==> config.mk <==
export PLATFORM = sky130hd
export DESIGN_NAME = i2s_sample_tx
export DESIGN_NICKNAME = d
export VERILOG_FILES = /design/src/rtl/i2s_sample_tx.sv
export SDC_FILE = /design/constraint.sdc
export NUM_CORES = 1
export LEC_CHECK = 0
export BUFFER_PORTS_ARGS = -buffer_cell sky130_fd_sc_hd__buf_2
export CORE_MARGIN = 2
export CORE_UTILIZATION = 46
export CTS_CLUSTER_SIZE = 25
export DETAILED_ROUTE_END_ITERATION = 12
export PLACE_DENSITY = 0.73
export SYNTH_ARGS = -nofsm -noshare
export SYNTH_HDL_FRONTEND = slang
export SYNTH_SLANG_ARGS = --single-unit
==> constraint.sdc <==
create_clock -name clk_in -period 3.2 [get_ports clk_in]
set_input_delay 0.48 -clock clk_in [delete_from_list [all_inputs] [get_ports clk_in]]
set_output_delay 0.48 -clock clk_in [all_outputs]
set_load 0.02 [all_outputs]
==> src/rtl/i2s_sample_tx.sv <==
// i2s_sample_tx: buffers 16-bit samples and transmits them as mono-duplicated I2S frames
module i2s_sample_tx #(
    parameter int BCLK_HALF = 16
) (
    input  logic        clk_in,
    input  logic        reset_in,
    input  logic [15:0] sample_in,
    input  logic        sample_valid_in,
    output logic        bclk_out,
    output logic        lrclk_out,
    output logic        sdata_out,
    output logic        underrun_out,
    output logic        overrun_out
);
    localparam int DW = BCLK_HALF > 1 ? $clog2(BCLK_HALF) : 1;
    localparam logic [DW-1:0] DIV_MAX = DW'(BCLK_HALF - 1);

    logic [DW-1:0] div_q, div_d;
    logic          bclk_q, bclk_d;
    logic [4:0]    slot_q, slot_d;
    logic          lrclk_q, lrclk_d;
    logic          sdata_q, sdata_d;
    logic [15:0]   hold_q, hold_d;
    logic          full_q, full_d;
    logic [15:0]   frame_q, frame_d;
    logic          underrun_q, underrun_d;
    logic          overrun_q, overrun_d;
    logic          tick, fall, frame_start;

    // Next state: bclk divider, slot sequencing on bclk falling edges, and buffer handoff at frame start
    always_comb begin
        tick        = div_q == DIV_MAX;
        fall        = tick && bclk_q;
        frame_start = fall && (slot_q == 5'd31);
        div_d       = tick ? '0 : div_q + DW'(1);
        bclk_d      = tick ? ~bclk_q : bclk_q;
        slot_d      = fall ? slot_q + 5'd1 : slot_q;
        frame_d     = (frame_start && full_q) ? hold_q : frame_q;
        lrclk_d     = fall ? (slot_d >= 5'd15 && slot_d <= 5'd30) : lrclk_q;
        sdata_d     = fall ? frame_d[~slot_d[3:0]] : sdata_q;
        hold_d      = sample_valid_in ? sample_in : hold_q;
        full_d      = sample_valid_in || (full_q && !frame_start);
        underrun_d  = frame_start && !full_q;
        overrun_d   = sample_valid_in && full_q && !frame_start;
    end

    // State register with synchronous reset; slot starts at 31 so the first falling edge opens slot 0
    always_ff @(posedge clk_in) begin
        if (reset_in) begin
            div_q      <= '0;
            bclk_q     <= 1'b0;
            slot_q     <= 5'd31;
            lrclk_q    <= 1'b0;
            sdata_q    <= 1'b0;
            hold_q     <= '0;
            full_q     <= 1'b0;
            frame_q    <= '0;
            underrun_q <= 1'b0;
            overrun_q  <= 1'b0;
        end else begin
            div_q      <= div_d;
            bclk_q     <= bclk_d;
            slot_q     <= slot_d;
            lrclk_q    <= lrclk_d;
            sdata_q    <= sdata_d;
            hold_q     <= hold_d;
            full_q     <= full_d;
            frame_q    <= frame_d;
            underrun_q <= underrun_d;
            overrun_q  <= overrun_d;
        end
    end

    assign bclk_out     = bclk_q;
    assign lrclk_out    = lrclk_q;
    assign sdata_out    = sdata_q;
    assign underrun_out = underrun_q;
    assign overrun_out  = overrun_q;
endmodule
==> results_dict.tcl, run 1 <==
set metrics [dict create \
    status "complete, no violations" \
    rr_worst_depth 8 \
    wl_per_cell_um 13.7 \
    worstPathCellList "ha_1 -> and3_1 -> ha_1 -> nand2_1 -> a211oi_1 -> a2111oi_2 -> o41ai_1 -> o32ai_1" \
    grt_util_met3_pct 4.55 \
    ys_types 52 \
    yosysWarningCount 0 \
    cts_buffers 5 \
    place_inst 328 \
    critical-path-slowest-cell "dfxtp_1" \
    viasPerCell 5.50 \
    syn_inst 255 \
    start_util_pct 48.3 \
    cp_common_cell "ha_1" \
    dp_hpwl_mm 3.16 \
    die_h_um 75.1 \
    tns_ps 0 \
    grt_pass1_vias 1642 \
    cts-htree-levels 2 \
    ys_top_cells_by_area "dfxtp_1 (40%), mux2i_1 (9.9%), nand2_1 (5.8%), nor2_1 (4.0%), a21oi_1 (3.9%)" \
    nets 290 \
    vdd_drop_max_mv 0.185 \
    min_path_type "primary input to flop" \
    die_x_um 75.1 \
    syn-cell-area_um2 2330 \
    die_area_um2 5650 \
    grt_usage_pct 17.8 \
    dr.pass1.iters 4 \
    antenna_cells 0 \
    holdBufCountCts 0 \
    grt_pass1_wl_mm 7.73 \
    finalCritPeriodShare_pct 85.9 \
    postCtsSetupRepairBufs 0 \
    clkLatencyLatePin_ps 300 \
    cp.required_ps 3380 \
    crit_arrival_ps 2930 \
    critPathLaunchType "flop" \
    layout_commonest_cell "dfxtp_1" \
    antenna_found_initial 0 \
    critPathKind "flop to flop" \
    clockBufferDepth 2 \
    cts.sinks 47 \
    clk_pin_slew_ps 80 \
    drc 0 \
    ys_ff_latch 47 \
    final_hold_viol_count 0 \
    row_count 25 \
    fin_crit_ps 2750 \
    synth_ff_type "dfxtp_1" \
    vias 1836 \
    min_path_cells 3 \
    syn_avg_cell_area_um2 9.13 \
    synth-edff-count 0 \
    yosys.area.top_type "dfxtp_1" \
    async_flop_share_pct 0 \
    rsz0062_at_grt "false" \
    cts-root-buf "clkbuf_8" \
    final_cells 334 \
    end_kind "flop" \
    skew_ps 10.5 \
    drtAntennaViolNets 0 \
    post_cts_resize_count 0 \
    portBuffers 23 \
    drtIter0Drc 171 \
    synth_top_area_share_pct 40.4 \
    power_density_nw_per_um2 410 \
    critPathMaxFanout 12 \
    met2_usage_pct 26.1 \
    busiest_layer "met2" \
    final-max-slew-violation-count 0 \
    max_slew_margin_pct 46.9 \
    layout_common_cells "dfxtp_1 (47), nand2_1 (36), nor2_1 (25), mux2i_1 (23), buf_2 (23)" \
    clock.fmax_ghz 0.364 \
    grtUsageMet1_pct 25.1 \
    grt_overflow 0 \
    max_stage_delay_ps 500 \
    grt_max_degree 48 \
    ys_seq_area_share_pct 40.4 \
    io-pin-count 24 \
    gp_congestion 0.886 \
    synth_nets 277 \
    final_layout_size_suffix_gt1_share_pct 17.6 \
    total_leakage_power_uw 0.000998 \
    cts_tree "yes" \
    drv_cap 0 \
    routed_wl_mm 4.59 \
    setup_violations 0 \
    tightest_slew_ps 797 \
    syn_to_final_growth_pct 6.61 \
    fp.coreArea_um2 4820 \
]
registers in the layout (all words and copies together) (netlist names):
register and cells:
frame_q 16, hold_q 16, slot_q 5, div_q 4, bclk_out 1, full_q 1, lrclk_out 1, overrun_out 1
sdata_out 1, underrun_out 1
layout make-up:
type,count,area (um2)
inverters,1,3.75
clock inverters,1,7.51
repair buffers,26,138
clock buffers,5,68.8
flip-flops and latches,47,941
well taps,67,83.8
multi-input cells,187,1240
fillers,475,2330
per-stage QoR:
step / power (uW) / util, % / hold slack [ps] / area [um2] / worst slack [ps]
2_1_floorplan: 679 / - / 433 / 2330 / 872
3_3_place_gp: 694 / 49.9 / 446 / 2410 / 588
3_5_place_dp: 697 / 49.9 / 449 / 2410 / 484
4_1_cts: 1020 / 51.5 / 412 / 2480 / 455
5_1_grt: 1060 / 51.5 / 417 / 2480 / 211
6_report: 1020 / 51.5 / 408 / 2480 / 451
per-layer routing:
layer  routed length (um)  share of wire, %
met1                 2210                48
met2                 2050                45
met3                  217               4.7
met4                  102               2.2
met5                    0                 0
synth_stat cells, types with 3 or more instances:
cell type	count
clkbuf_1	8
nor3_1	5
nand3_1	7
xor2_1	3
nor2_1	25
buf_12	3
dfxtp_1	47
nand3b_1	4
nand2_1	36
and3_1	4
ha_1	3
a211oi_1	6
a21oi_1	18
or3_1	3
o21ai_0	6
mux2i_1	23
a31oi_1	3
buf_2	7
final timing paths:
check                startpoint           to  slack [ps]
setup / recovery      slot_q[1]    sdata_out         450
hold / removal    sample_in[15]   hold_q[15]         410
setup reg to reg      slot_q[1]    sdata_out         450
hold reg to reg     frame_q[14]  frame_q[14]         460
report_power, final:
| part | internal, uW | total, uW | switching [uW] |
|---|---|---|---|
| Clock | 145 | 335 | 190 |
| Combinational | 32.1 | 66.3 | 34.3 |
| Sequential | 601 | 616 | 15.4 |
| Total | 778 | 1020 | 240 |
worst max-delay path: cells and delay by family, from the launching register on:
| family | cells | cell delay [ps] |
|---|---|---|
| AOI/OAI and AO/OA | 4 | 970 |
| adders and majority gates | 2 | 650 |
| and+or+nand+nor | 2 | 520 |
| DFF | 1 | 500 |
logic make-up (layout without fill, tap and decap cells):
logic type      after synthesis  in the layout  share of synthesized area, %
compound gates               52             52                          15.6
xor+xnor                      5              5                          1.88
fa+ha+maj                     3              3                          1.61
buf+inv                      21             33                          6.34
flops                        47             47                          40.4
mux                          27             27                          13.4
simple gates                100            100                          20.7
(Power assumes the default switching activity.)
==> run 2: changes to the inputs <==
Clock period 3.2 ns to 2.63 ns, I/O delays scaled along.
==> run 2 against run 1 <==
Clock skew down 0.85 ps. Sequential power up 22%. Final area rose by 3.0%. Routed wire length rose by 0.85%. Combinational power rose by 24%. Non-clock buffer count rose by 6. Critical endpoint unchanged.
==> results_dict.tcl, run 2 (same netlist as run 1, synthesis figures left out) <==
set metrics [dict create \
    status "complete, no violations" \
    place_inst 334 \
    startpoint "slot_q[1]" \
    die_x_um 75.1 \
    final-max-slew-violation-count 0 \
    critPathKind "flop to flop" \
    start_util_pct 48.3 \
    clockBufferDepth 2 \
    portBuffers 23 \
    final_cells 341 \
    ff2ff_setup_slack_ps 260 \
    critical-path-slowest-cell "o41ai_1" \
    power.share.clock_pct 38.2 \
    crit_arrival_ps 2540 \
    grt_pass1_wl_mm 7.68 \
    cts_buffers 5 \
    placed_cell_area_um2 2450 \
    switching_share_pct 22.1 \
    drtAntennaViolNets 0 \
    total_leakage_power_uw 0.00104 \
    comb_power_share_pct 6.1 \
    die_h_um 75.1 \
    power_density_nw_per_um2 526 \
    fp.coreArea_um2 4820 \
    drc 0 \
    r2r_start "slot_q[1]" \
    postCtsSetupRepairBufs 0 \
    holdBufCountCts 0 \
    clkLatencyLatePin_ps 300 \
    grt_usage_pct 17.9 \
    dr.pass1.iters 4 \
    clk_pin_slew_ps 90 \
    final_layout_size_suffix_gt1_share_pct 19.7 \
    layout_commonest_cell "dfxtp_1" \
    vias 1846 \
    cp.required_ps 2810 \
    critPathLaunchType "flop" \
    min_path_cells 3 \
    p_sw_uw 297 \
    fin_crit_ps 2370 \
    grt_overflow 0 \
    worstPathCellList "ha_1 -> and3_1 -> ha_1 -> nand2_1 -> a211oi_1 -> a2111oi_2 -> o41ai_1 -> o32ai_1" \
    seqPwrFrac_pct 55.8 \
    tns_ps 0 \
    drv_cap 0 \
    min_from "sample_in[6]" \
    rr_worst_depth 8 \
    row_count 25 \
    wl_per_cell_um 13.6 \
    layout_common_cells "dfxtp_1 (47), nand2_1 (36), nor2_1 (25), mux2i_1 (23), buf_2 (23)" \
    cts.sinks 47 \
    vdd_drop_max_mv 0.285 \
    max_slew_margin_pct 46.6 \
    r2r_end "sdata_out" \
    nets 296 \
    setup_violations 0 \
    hold_ws_ps 315 \
    p_int_uw 1050 \
    end_kind "flop" \
    grt_max_degree 48 \
    post_cts_resize_count 0 \
    cts_tree "yes" \
    cp_common_cell "ha_1" \
    rsz0062_at_grt "false" \
    dp_hpwl_mm 3.24 \
    critPathMaxFanout 10 \
    min_to "hold_q[6]" \
    die_area_um2 5650 \
    cts-root-buf "clkbuf_8" \
    min_path_type "primary input to flop" \
    reg_top3 "frame_q (16), hold_q (16), slot_q (5)" \
    viasPerCell 5.41 \
    gp_congestion 0.880 \
    max_stage_delay_ps 390 \
    tightest_slew_ps 801 \
    grt_pass1_vias 1613 \
    drtIter0Drc 127 \
    io-pin-count 24 \
    skew_ps 9.65 \
    routed_wl_mm 4.63 \
    antenna_found_initial 0 \
    finalCritPeriodShare_pct 90.1 \
    final_hold_viol_count 0 \
    syn_to_final_growth_pct 9.83 \
    clock.fmax_ghz 0.422 \
    finalInstanceArea_um2 2560 \
    cts-htree-levels 2 \
    antenna_cells 0 \
]
[run 2: worst max-delay path, delay by kind of cell, from the launching register on]
family | cells | cell delay, ps
and+or+nand+nor | 2 | 450
AOI/OAI and AO/OA | 4 | 990
adders and majority gates | 2 | 460
DFF | 1 | 340
[run 2: layer usage]
layer	track usage, %	wire (um)
met5	0	0
met3	4.28	215
met4	7.99	73
met1	25.1	2300
met2	26.1	2030
[run 2: area by class of cell]
type                            count  area [um2]
Fill cell                         492        2260
Multi-Input combinational cell    187        1240
Sequential cell                    47         941
Timing Repair Buffer               32         183
Tap cell                           67        83.8
Clock buffer                        5        68.8
Clock inverter                      2        37.5
Inverter                            1        3.75
[run 2: worst max path at each step]
stage                      endpoint  slack, ps
after global routing      sdata_out        110
after CTS                 sdata_out        260
final                     sdata_out        260
after global placement    sdata_out        400
after floorplan           sdata_out        300
after detailed placement  sdata_out        300
[run 2: through the flow]
stage	setup slack (ps)	total power, uW	util, %
after floorplan	302	826	-
after global placement	401	847	50.9
after detailed placement	304	850	50.9
after CTS	264	1360	53.1
after global routing	111	1400	53.1
final	261	1350	53.1
[run 2: power groups by stage]
stage | logic (uW) | registers, uW | clock network, uW
after global routing | 92.8 | 754 | 555
after CTS | 83.6 | 750 | 531
after detailed placement | 83.1 | 767 | 0
after floorplan | 67.2 | 758 | 0
final | 82.0 | 751 | 514
after global placement | 80.6 | 767 | 0
